## src/rtl/add_accumulator.sv

```systemverilog
// ---------------------------------------------------------------------------
// add_accumulator
//  Sums a stream of len words using an external combinational adder.
//  Returns {carry count, sum} through a valid/ready result handshake.
//
//  Ports
//   clk, rst_n        clock, synchronous active-low reset
//   start, len        begin an accumulation of len words (sampled in IDLE)
//   in_valid/in_ready input word handshake, in_data = word
//   add_a/add_b/cin   operands driven to the external adder
//   add_sum/add_cout  result returned by the external adder
//   res_valid/ready   result handshake
//   res_sum           low WIDTH bits of the total
//   res_carries       saturating count of adder carry-outs
//   res_ovf           sticky: a carry arrived while the counter was full
//   busy              high while accumulating or holding a result
// ---------------------------------------------------------------------------
module add_accumulator #(
    parameter int unsigned WIDTH = 32,
    parameter int unsigned CNT_W = 8,
    // len width; defaults to the carry counter width
    parameter int unsigned LEN_W = CNT_W
) (
    input  logic             clk,
    input  logic             rst_n,
    input  logic             start,
    input  logic [LEN_W-1:0] len,
    input  logic             in_valid,
    input  logic [WIDTH-1:0] in_data,
    output logic             in_ready,
    output logic [WIDTH-1:0] add_a,
    output logic [WIDTH-1:0] add_b,
    output logic             add_cin,
    input  logic [WIDTH-1:0] add_sum,
    input  logic             add_cout,
    output logic             res_valid,
    input  logic             res_ready,
    output logic [WIDTH-1:0] res_sum,
    output logic [CNT_W-1:0] res_carries,
    output logic             res_ovf,
    output logic             busy
);

    typedef enum logic [1:0] {
        S_IDLE = 2'd0,
        S_ACC  = 2'd1,
        S_DONE = 2'd2
    } state_e;

    localparam logic [CNT_W-1:0] CNT_MAX = '1;

    state_e           state_q, state_d;
    logic [WIDTH-1:0] acc_q,   acc_d;
    logic [CNT_W-1:0] cnt_q,   cnt_d;
    logic [LEN_W-1:0] rem_q,   rem_d;
    logic             ovf_q,   ovf_d;

    // State and datapath registers
    always_ff @(posedge clk) begin
        if (!rst_n) begin
            state_q <= S_IDLE;
            acc_q   <= '0;
            cnt_q   <= '0;
            rem_q   <= '0;
            ovf_q   <= 1'b0;
        end else begin
            state_q <= state_d;
            acc_q   <= acc_d;
            cnt_q   <= cnt_d;
            rem_q   <= rem_d;
            ovf_q   <= ovf_d;
        end
    end

    // Next-state and datapath update
    always_comb begin
        state_d = state_q;
        acc_d   = acc_q;
        cnt_d   = cnt_q;
        rem_d   = rem_q;
        ovf_d   = ovf_q;

        case (state_q)
            S_IDLE: begin
                if (start) begin
                    acc_d   = '0;
                    cnt_d   = '0;
                    ovf_d   = 1'b0;
                    rem_d   = len;
                    state_d = (len == '0) ? S_DONE : S_ACC;
                end
            end
            S_ACC: begin
                // in_ready is constant high here, so in_valid alone is the transfer
                if (in_valid) begin
                    acc_d = add_sum;
                    rem_d = rem_q - LEN_W'(1);
                    if (add_cout) begin
                        // counter saturates; overflow is remembered instead
                        if (cnt_q == CNT_MAX) begin
                            ovf_d = 1'b1;
                        end else begin
                            cnt_d = cnt_q + CNT_W'(1);
                        end
                    end
                    if (rem_q == LEN_W'(1)) begin
                        state_d = S_DONE;
                    end
                end
            end
            S_DONE: begin
                // start is deliberately not looked at until back in IDLE
                if (res_ready) begin
                    state_d = S_IDLE;
                end
            end
            default: begin
                state_d = S_IDLE;
            end
        endcase
    end

    // Outputs decoded directly from registers; adder operands pass in_data through
    always_comb begin
        in_ready    = (state_q == S_ACC);
        add_a       = acc_q;
        add_b       = (state_q == S_ACC) ? in_data : '0;
        add_cin     = 1'b0;
        res_valid   = (state_q == S_DONE);
        res_sum     = acc_q;
        res_carries = cnt_q;
        res_ovf     = ovf_q;
        busy        = (state_q != S_IDLE);
    end

endmodule

```

## config.mk

```make
export PLATFORM = sky130hd
export DESIGN_NAME = add_accumulator
export DESIGN_NICKNAME = d
export VERILOG_FILES = /design/src/rtl/add_accumulator.sv
export SDC_FILE = /design/constraint.sdc
export NUM_CORES = 1
export LEC_CHECK = 0
export ABC_AREA = 0
export CAP_MARGIN = 20
export CORE_MARGIN = 1.5
export CORE_UTILIZATION = 38
export DETAILED_ROUTE_END_ITERATION = 7
export PLACE_DENSITY = 0.9
export SLEW_MARGIN = 20
export SYNTH_ARGS = -nofsm -noshare
export SYNTH_HDL_FRONTEND = slang
export SYNTH_SLANG_ARGS = --single-unit
```

## constraint.sdc

```tcl
create_clock -name clk -period 3.3 [get_ports clk]
set_clock_uncertainty 0.2 [all_clocks]
set_input_delay 0.99 -clock clk [delete_from_list [all_inputs] [get_ports clk]]
set_output_delay 0.99 -clock clk [all_outputs]
set_load 0.005 [all_outputs]
```

==> out/metrics.cfg, run 1 <==
[sta]
fin_tns_setup_ns = 0
period_needed_ns = 3.27
setup_slack_ns = 0.0302
finalHoldViolCount = 0
max-slew-margin-rel_pct = 50.1
rsz0062_at_grt = no
setup_violations = 0
slew_violations = 0
clock.fmax_ghz = 0.306
worst_slew_pin_slew_ns = 0.743
fin_crit_sh_pct = 99.1

[cts]
hold_buffers = 0
clock_sink_count = 51
cts_buffers = 5
path_clk_slew_ns = 0.09
cts_setup_buffers = 0
h-tree-depth = 2
cts_tree = done
cts_root_buf = clkbuf_8
clk_path_buf_depth = 2
ctsResizeCount = 0
clk_latency_ns = 0.29

[finish]
postLayoutCellArea_sq_um = 4480
nets = 548
num_antenna_cells = 0
drive_gt1_share_pct = 4.71
syn2layout_area_growth_pct = 65.0
fin_cells = 563

[critical_path]
cp_common_cell = clkdlybuf4s50_1
critPathLaunch = in_data[14]
cpPeakStageDelay_ns = 0.50
crit_required_ns = 2.11
arrival_ns = 2.08
worst-setup-path-type = in2out
cpMaxStageDelayCell = clkdlybuf4s50_1
worstPathMaxFanout = 1
r2r-start = state_q[0]
end_kind = primary output
crit_path_cell_trace = clkdlybuf4s50_1 > and2_1 > clkdlybuf4s50_1
start_kind = primary input

[logic_synthesis]
syn-cell-area_sq_um = 2710
ys_types = 48
synth.most_common_cell = dfxtp_1
synth_fp_nets = 405
synthArstFlopShare_pct = 0
synth_edf_count = 0
yosysWarnings = 0
syn_inst = 324
synth_commonest_cells = dfxtp_1 (51), nor2_1 (43), buf_4 (34), a22oi_1 (33), and2_1 (32)
synthFlopType = dfxtp_1
netlist.area_leader.share_pct = 37.6
synth_top_cell_by_area = dfxtp_1
yosysSeqAreaShare_pct = 37.6
synth_seq_cells = 51
synth_area_leaders = dfxtp_1 (38%), buf_4 (9.4%), a22oi_1 (9.1%)
avgSynthCellArea_sq_um = 8.37

[grt]
grt_overflow_total = 0
grtUsageTotal_pct = 21.0
antenna_found_initial = 0
grt_pass1_vias = 2743
grt_pass1_wl_um = 12800
grt_max_degree = 42

[die]
io_pins = 187
start_util_pct = 39.7
die_w_um = 87.5
dieArea_sq_um = 7650
rows = 30
die_y_um = 87.5
core_sq_um = 6830

[place]
gp_congestion = 0.883
dp.cells = 556
port_buffers = 185
place_ws_ns = 0.0157
dp_hpwl_um = 6390
dpl-instance-area_sq_um = 4380

[power_and_ir_drop]
leakage_nw = 1.65
ir_drop_uv = 264
total_power_mw = 2.05
p_clk_share_pct = 17.5
power.share.switching_pct = 33.2
power.internal_mw = 1.37
p_sw_mw = 0.681
seq_power_share_pct = 36.3
comb_power_share_pct = 46.2
power_density_nw_per_um2 = 458

[drt]
drtAntennaViolNets = 0
drt_iter0_markers = 141
drt_wl_total_um = 8490
avgRoutedWirePerCell_um = 15.1
avgViaCountPerCell = 5.01
via_count = 2823
drc = 0
drt-pass1-iter-count = 4

[flow_run]
drv_cap = 0

[min_path]
hold_path.startpoint = res_carries[5]
worst_hold_path_type = reg2reg

[run_status]
status = complete, no violations

==> metrics by stage <==
| step | hold slack (ns) | util (%) |
|---|---|---|
| CTS | 0.311 | 65.4 |
| global route | 0.345 | 65.5 |
| global placement | 0.282 | 64.1 |
| detailed placement | 0.299 | 64.1 |
| finish | 0.310 | 65.5 |
| floorplan | 0.267 | - |
==> placed cells by master (no fill, tap or decap), types with 3 or more instances in the layout <==
cell type,synthesis,final
clkdlybuf4s50_1,0,183
dfxtp_1,51,51
nor2_1,43,43
and2_1,32,33
a22oi_1,33,33
a21oi_1,13,13
nand2_1,9,9
nor3_1,8,8
o21ai_0,8,8
nand3_1,7,7
inv_1,6,6
clkbuf_8,0,6
buf_4,34,5
nor2b_1,4,4
or3_1,4,4
and3_1,4,4
o211ai_1,3,3
nor4_1,3,3
a211oi_1,3,3
ha_1,3,3
==> area by class of cell <==
class / instances / area [sq um]
Tap cell: 96 / 120
Inverter: 8 / 32.5
Fill cell: 567 / 2360
Clock inverter: 1 / 5.00
Timing Repair Buffer: 191 / 1910
Multi-Input combinational cell: 210 / 1300
Sequential cell: 51 / 1020
Clock buffer: 6 / 82.6
==> kinds of logic after synthesis <==
family / after synthesis / synth area share [%]
compound gates: 79 / 21.4
xor+xnor: 1 / 0.323
fa+ha+maj: 3 / 1.38
buf+inv: 63 / 14.4
flops: 51 / 37.6
mux: 3 / 1.15
other cells: 1 / 0.138
simple gates: 123 / 23.6
==> flip-flops by register name (all words and copies together), names as in the netlist <==
signal       flops
res_ovf          1
rem_q            8
state_q          2
add_a           32
res_carries      8
==> path summary, 6_finish.rpt <==
path	to	slack [ns]	cells past startpoint
max	add_b[14]	0.03	3
min	res_carries[5]	0.31	2
max reg2reg	rem_q[7]	1.22	6
min reg2reg	res_carries[5]	0.31	2
==> critical path, delay by kind of cell <==
kind / cells / cell delay [ns]
buf+inv: 2 / 0.96
simple gates: 1 / 0.13
==> routing by layer <==
| layer | vias to the layer above | global-route usage, % | routed length, um |
|---|---|---|---|
| li1 | 1394 | - | - |
| met4 | 0 | 3.17 | 35 |
| met3 | 6 | 4.55 | 554 |
| met1 | 1323 | 26.1 | 3360 |
| met2 | 100 | 37.8 | 4540 |
| met5 | - | 0 | 0 |
==> power by group through the flow <==
stage          clock (mW)  sequential [mW]  combinational (mW)
6_report            0.358            0.745               0.947
5_1_grt             0.395            0.754                1.03
4_1_cts             0.368            0.744               0.950
3_5_place_dp            0            0.757               0.945
3_3_place_gp            0            0.754               0.920
2_1_floorplan           0            0.742               0.526
Power figures use the tool's default switching activity.
==> inputs of run 2 (changes only) <==
--- a/config.mk
+++ b/config.mk
@@ -10,6 +10,7 @@
 export CORE_MARGIN = 1.5
 export CORE_UTILIZATION = 38
 export DETAILED_ROUTE_END_ITERATION = 7
+export GPL_ROUTABILITY_DRIVEN = 0
 export PLACE_DENSITY = 0.9
 export SLEW_MARGIN = 20
 export SYNTH_ARGS = -nofsm -noshare
==> results of run 2 <==
No change in the layout: final DEF, timing and power equal those of run 1.
